$ cat src/rtl/fpu_arb_ctrl.sv
// Two-requester round-robin front end for a shared combinational FP ALU.
// One operation in flight: operands are held on the ALU for ISSUE_WAIT cycles, then the response is registered.
module fpu_arb_ctrl #(
  parameter int ISSUE_WAIT = 1
) (
  input  logic        clk,
  input  logic        rst,
  input  logic        req0_valid,
  output logic        req0_ready,
  input  logic [31:0] req0_a,
  input  logic [31:0] req0_b,
  input  logic [5:0]  req0_func,
  input  logic        req1_valid,
  output logic        req1_ready,
  input  logic [31:0] req1_a,
  input  logic [31:0] req1_b,
  input  logic [5:0]  req1_func,
  output logic        resp0_valid,
  input  logic        resp0_ready,
  output logic [31:0] resp0_result,
  output logic        resp0_cond,
  output logic        resp0_err,
  output logic        resp1_valid,
  input  logic        resp1_ready,
  output logic [31:0] resp1_result,
  output logic        resp1_cond,
  output logic        resp1_err,
  output logic [31:0] alu_a,
  output logic [31:0] alu_b,
  output logic [5:0]  alu_func,
  input  logic [31:0] alu_result,
  input  logic        alu_eq,
  input  logic        alu_lt,
  input  logic        alu_gt,
  input  logic        alu_le,
  input  logic        alu_ge,
  output logic        fcc
);

  typedef enum logic [1:0] {IDLE = 2'd0, ISSUE = 2'd1, RESP = 2'd2} state_t;

  localparam logic [3:0] CNT_LAST = 4'(ISSUE_WAIT - 1);

  state_t      state_q, state_d;
  logic        last_q, last_d;
  logic        id_q, id_d;
  logic [3:0]  cnt_q, cnt_d;
  logic        fcc_q, fcc_d;
  logic [31:0] a_q, a_d, b_q, b_d, result_q, result_d;
  logic [5:0]  func_q, func_d;
  logic        cond_q, cond_d, err_q, err_d;
  logic        gnt_id, accept, resp_hs, cap_cond;

  function automatic logic sel_cond(input logic [5:0] f, input logic eq, input logic lt,
                                    input logic le, input logic gt, input logic ge);
    logic c;
    case (f)
      6'd2:    c = eq;
      6'd3:    c = lt;
      6'd4:    c = le;
      6'd5:    c = gt;
      6'd6:    c = ge;
      default: c = 1'b0;
    endcase
    sel_cond = c;
  endfunction

  // On a tie the requester that did not win last time gets the grant.
  always_comb begin
    gnt_id = 1'b0;
    if (req0_valid && req1_valid) gnt_id = ~last_q;
    else if (req1_valid)          gnt_id = 1'b1;
  end

  assign accept     = !rst && (state_q == IDLE) && (req0_valid || req1_valid);
  assign req0_ready = accept && !gnt_id;
  assign req1_ready = accept && gnt_id;
  assign resp_hs    = (state_q == RESP) && (id_q ? resp1_ready : resp0_ready);
  assign cap_cond   = sel_cond(func_q, alu_eq, alu_lt, alu_le, alu_gt, alu_ge);

  always_comb begin
    state_d  = state_q;
    last_d   = last_q;
    id_d     = id_q;
    cnt_d    = cnt_q;
    fcc_d    = fcc_q;
    a_d      = a_q;
    b_d      = b_q;
    func_d   = func_q;
    result_d = result_q;
    cond_d   = cond_q;
    err_d    = err_q;
    case (state_q)
      IDLE: begin
        if (accept) begin
          state_d = ISSUE;
          last_d  = gnt_id;
          id_d    = gnt_id;
          cnt_d   = '0;
          a_d     = gnt_id ? req1_a    : req0_a;
          b_d     = gnt_id ? req1_b    : req0_b;
          func_d  = gnt_id ? req1_func : req0_func;
        end
      end
      ISSUE: begin
        if (cnt_q == CNT_LAST) begin
          state_d  = RESP;
          result_d = '0;
          cond_d   = 1'b0;
          err_d    = 1'b0;
          if (func_q inside {6'd0, 6'd1, 6'd7}) begin
            result_d = alu_result;
          end else if (func_q <= 6'd6) begin
            cond_d = cap_cond;
            fcc_d  = cap_cond;
          end else begin
            err_d = 1'b1;
          end
        end else begin
          cnt_d = cnt_q + 4'd1;
        end
      end
      RESP: begin
        if (resp_hs) state_d = IDLE;
      end
      default: state_d = IDLE;
    endcase
  end

  // Control state: cleared immediately by reset; last_q=1 lets req0 win the first tie.
  always_ff @(posedge clk or posedge rst) begin
    if (rst) begin
      state_q <= IDLE;
      last_q  <= 1'b1;
      id_q    <= 1'b0;
      cnt_q   <= '0;
      fcc_q   <= 1'b0;
    end else begin
      state_q <= state_d;
      last_q  <= last_d;
      id_q    <= id_d;
      cnt_q   <= cnt_d;
      fcc_q   <= fcc_d;
    end
  end

  // Datapath holding registers; only visible through state-qualified outputs.
  always_ff @(posedge clk) begin
    a_q      <= a_d;
    b_q      <= b_d;
    func_q   <= func_d;
    result_q <= result_d;
    cond_q   <= cond_d;
    err_q    <= err_d;
  end

  assign alu_a    = (state_q == ISSUE) ? a_q    : '0;
  assign alu_b    = (state_q == ISSUE) ? b_q    : '0;
  assign alu_func = (state_q == ISSUE) ? func_q : '0;

  assign resp0_valid  = (state_q == RESP) && !id_q;
  assign resp1_valid  = (state_q == RESP) && id_q;
  assign resp0_result = resp0_valid ? result_q : '0;
  assign resp0_cond   = resp0_valid && cond_q;
  assign resp0_err    = resp0_valid && err_q;
  assign resp1_result = resp1_valid ? result_q : '0;
  assign resp1_cond   = resp1_valid && cond_q;
  assign resp1_err    = resp1_valid && err_q;
  assign fcc          = fcc_q;

endmodule

$ cat config.mk
export PLATFORM = sky130hd
export DESIGN_NAME = fpu_arb_ctrl
export DESIGN_NICKNAME = d
export VERILOG_FILES = /design/src/rtl/fpu_arb_ctrl.sv
export SDC_FILE = /design/constraint.sdc
export NUM_CORES = 1
export LEC_CHECK = 0
export ABC_AREA = 1
export CAP_MARGIN = 20
export CORE_ASPECT_RATIO = 0.8
export CORE_MARGIN = 2
export CORE_UTILIZATION = 36
export CTS_BUF_LIST = sky130_fd_sc_hd__clkbuf_8
export CTS_CLUSTER_DIAMETER = 120
export DETAILED_ROUTE_END_ITERATION = 10
export MAX_ROUTING_LAYER = met4
export PLACE_DENSITY = 0.76
export RECOVER_POWER = 50
export SLEW_MARGIN = 20
export SYNTH_ARGS = -nofsm -noshare
export SYNTH_HDL_FRONTEND = slang
export SYNTH_SLANG_ARGS = --single-unit
$ cat constraint.sdc
create_clock -name clk -period 2.5 [get_ports clk]
set_input_delay 0.375 -clock clk [delete_from_list [all_inputs] [get_ports clk]]
set_output_delay 0.375 -clock clk [all_outputs]
set_load 0.03 [all_outputs]
# Yosys cells after proc, flatten, opt, wreduce, memory -nomap -nowiden
# Cells that the tools add are included.
[totals]
reg_bits = 113
out_inout_bits = 143
elab_cells = 76
[op_classes]
n_addsub = 1
n_lt_le_gt_ge = 1
eq_ne = 13
muxes = 20
n_bitwise = 3
reduce_logical = 27
[ops]
columns = ["operator", "count"]
rows = [
  ["32-bit two-way mux", 6],
  ["6-bit by 3-bit equality test with 1-bit output, second input constant", 4],
  ["6-bit by 2-bit equality test with 1-bit output, second input constant", 2],
  ["1-bit logical AND", 12],
  ["6-bit two-way mux", 2],
  ["4-bit two-way mux", 2],
  ["2-bit != test, second input constant", 4],
  ["4-bit case mux with 2 select lines", 1],
  ["6-bit by 1-bit equality test with 1-bit output, second input constant", 1],
  ["6-bit by 3-bit <= comparator with 1-bit output, second input constant", 1],
  ["6-bit logical NOT", 1],
  ["2-bit two-way mux", 3],
  ["2-bit case mux with 3 select lines", 1],
  ["3-bit AND reduction", 2],
  ["1-bit case mux with 5 select lines", 1],
  ["4-bit by 1-bit adder with 4-bit output, second input constant", 1],
  ["4-bit logical NOT", 1],
  ["1-bit two-way mux", 4],
  ["2-bit AND reduction", 2],
  ["4-bit AND reduction", 1],
  ["1-bit logical NOT", 3],
  ["1-bit inverter", 3],
  ["3-bit nonzero test", 1],
  ["2-bit by 1-bit equality test with 1-bit output, second input constant", 1],
  ["other kinds (5)", 5],
]

# Logic depth before layout (Yosys ltp)
[depth]
depth_word = 5
ltp_mapped = 7
ltp_nobuf = 7

# Least setup slack after synthesis
# OpenSTA, ideal clock, no wires.
[synth_path]
path_type = "input -> register"
from = "in rst"
to = "reg a_q[0], enable pin"
setup_ns = 0.424
arrival_ns = 2.260
t_required_ns = 2.076
slack_ns = -0.184
path_stages = 3
cell_sequence = "inv_1 -> nand3_1 -> inv_1"
[synth_via]
elab_chain_len = 4
[synth_rtl]
columns = ["item", "line_no", "text"]
rows = [
  ["start: declaration", "7", "input logic rst,"],
  ["1-bit logical NOT (no source line)", "-", ""],
  ["1-bit logical AND (2 in series)", "75", "assign accept = !rst && (state_q == IDLE) && (req0_valid || req1_valid);"],
  ["2-bit AND reduction (no source line)", "-", ""],
  ["end signal: assignment", "149", "a_q <= a_d;"],
  ["end: declaration", "49", "logic [31:0] a_q, a_d, b_q, b_d, result_q, result_d;"],
]
# No other way between the ends.
# A chain may end at the register's enable or synchronous reset.

# Final worst setup path
[layout_path]
from = "reg state_q[0]"
to = "out resp0_err"
[layout_via]
elab_chain_len = 3
[layout_rtl]
columns = ["item", "line_no", "text"]
rows = [
  ["start: declaration", "44", "state_t state_q, state_d;"],
  ["start signal: assignment", "139", "state_q <= state_d;"],
  ["2-bit equality test", "161", "assign resp0_valid = (state_q == RESP) && !id_q;"],
  ["1-bit logical AND", "161", ""],
  ["1-bit logical AND", "165", "assign resp0_err = resp0_valid && err_q;"],
  ["end: declaration", "22", "output logic resp0_err,"],
]
# No other way between the ends.

==> metrics.txt <==
outcome completed; predominant post-synthesis flop cell edfxtp_1; fin. max-slew vios 0; DRC Markers 0; critical setup path kind reg2out; DR iter-0 viols 201; core area 15700 sq um; vias per cell 4.39; first-pass GRT wire length a little under 30000 um; total CTS buffers 17; achievable frequency 0.429 GHz; share of cells above drive strength 1 8.33%; GPL Wtd Cong between 0.8 and 0.9; Slew @ Worst Pin 1.48 ns; mean post-synth cell area 7.94 sq um; Area Growth Syn to Fin 68.4%; unrepaired setup endpoints after global routing false; Die Y 117 um; synthesized flop and latch total 113; hold wc startpoint cnt_q[3]$_DFFE_PP0P_; Synth top area share 54.0%; top cells by count, synth 230 x nand2_1, 166 x nor2_1, 147 x inv_1; RR Startpoint last_q$_DFFE_PP1P_; Final period util 93.3%; Cell Area, Synth 5780 sq um; Post-Syn Nets about 900; Synth cell types 20; DRT antenna net count 0; vias in the first global route 5605; power after layout 0.00735 W; critical path fanouts, max 35; share of the yosys chip area belonging to registers 57.9%; final wirelength 18700 um; count leader, synth nand2_1; cell area power density about 750 nW/um^2; CTS root buf clkbuf_8; initial cell density of the core 36.7%; CTS clock-pin slew for the worst setup and hold paths 0.06 ns; port bufs ~330; WL/cell 14.6 um; Max clock buf depth 2; Leakage around 5.8 nW; Peak VDD IR 0.000486 V; setup TNS 0 ns; Crit. Startpoint state_q[0]$_DFFE_PP0P_; number of diodes 0; Setup crit end kind output pin; CTS tree built; Clock Latency Late Sink roughly 0.42 ns; I/O pins 326; Core Rows 41; skew final 0.00740 ns; vias around 5600; largest net degree at the start of global routing 71; ys async rst share 7.96%; Synth area leader edfxtp_1; Hold Fails Final Rpt 0; initial antenna violation count 0; Worst Hold Class reg2reg; Worst Path Arrival 1.96 ns; number of flops mapped to enable cells by yosys 104; Critical Path Source Type flip-flop; largest cells by area after synthesis edfxtp_1 54%, nand2_1 15%, nor2_1 11%, inv_1 9.5%, dfrtp_1 3.5%; H-tree depth 4; Filler cells 1381; Post-DP HPWL 14100 um; Remaining Overflow, GRT 0; Die W 146 um; critical path data required time 2.12 ns; Hold Buf Count CTS 0; Synthesis Warnings 0; Cells after Synth 728; # nets final 1242; Final Critical Period about 2.3 ns; count of final setup violators 0; Initial DRT Pass Iterations 4; CTS sink count 113; die area about 17000 sq um; max cap viols 0; Post CTS Setup Buffer Count 0; slew margin rel. 1.43%; Total Routing Usage GR 22.6%
-- state kept, by name (all words and copies together), names as in the netlist, 2 cells and up --
signal / flops
func_q: 6
state_q: 2
b_q: 32
a_q: 32
result_q: 32
cnt_q: 4
-- worst max-delay path, stage by stage (launching register included) --
cell and delay [ns]:
dfrtp_1 0.38, inv_1 0.10, nand2_1 0.06, nor2_1 0.20, inv_4 0.18, nor2_1 0.18, dlygate4sd2_1 0.42
-- power breakdown --
| group | switching [W] | internal [W] |
|---|---|---|
| sequential | 0.000120 | 0.00258 |
| combinational | 0.00200 | 0.00110 |
| clock | 0.000715 | 0.000840 |
-- stage by stage --
step                std cells  instance area, sq um  utilization, %  setup WS, ns  hold slack [ns]
floorplan                 728                  5790               -         0.156            0.211
global placement         1253                  9350            59.4         0.312            0.452
detailed placement       1253                  9350            59.4         0.255            0.462
CTS                      1283                  9650            61.3       0.00291            0.245
global route             1283                  9740            61.8        0.0396            0.493
finish                   1283                  9740            61.8         0.167            0.472
-- area by class of cell --
class	count	area [sq um]	share of cell area, %
clock inverters	13	106	1.09
flip-flops and latches	113	3350	34.4
clock buffers	17	234	2.40
inverters	151	571	5.86
multi-input cells	433	1710	17.6
repair buffers	341	3500	35.9
well taps	215	269	2.76
-- layout by cell type, fill, tap and decap left out, drive strengths merged, types with 8 or more instances in the layout --
cell and instances:
edfxtp 104, clkinv 8, clkdlybuf4s50 183, nand3 10
clkbuf 26, dlymetal6s2s 62, nor2 177, nand2 230
dlygate4sd2 40, dfrtp 8, inv 153, buf 45
-- worst paths after layout --
kind / endpoint / slack [ns] / cells past startpoint
max: resp0_err / 0.17 / 6
max in group asynchronous: fcc$_DFFE_PP0P_ / 1.58 / 3
min in group asynchronous: id_q$_DFFE_PP0P_ / 0.55 / 3
max reg2reg: b_q[0]$_DFFE_PP_ / 0.25 / 6
min: cnt_q[3]$_DFFE_PP0P_ / 0.47 / 1
min reg2reg: cnt_q[3]$_DFFE_PP0P_ / 0.47 / 1
-- kinds of logic after synthesis --
kind of cell / share of synthesized area, %
compound gates: 0.844
flops: 57.9
fa+ha+maj: 0.433
simple gates: 28.5
buf+inv: 12.3
-- repair_timing --
item / in CTS / in global routing
endpoints found under the setup margin: 58 / 62
gates cloned: 0 / 0
resized for setup: 42 / 62
-- routing by layer --
layer	vias to the layer above	GRT usage (%)	wire, um
met2	230	38.6	9410
met3	30	7.51	1620
li1	2805	-	-
met5	-	-	0
met4	0	7.90	489
met1	2561	24.7	7190
Note: power is estimated with default switching activity, not from simulation.
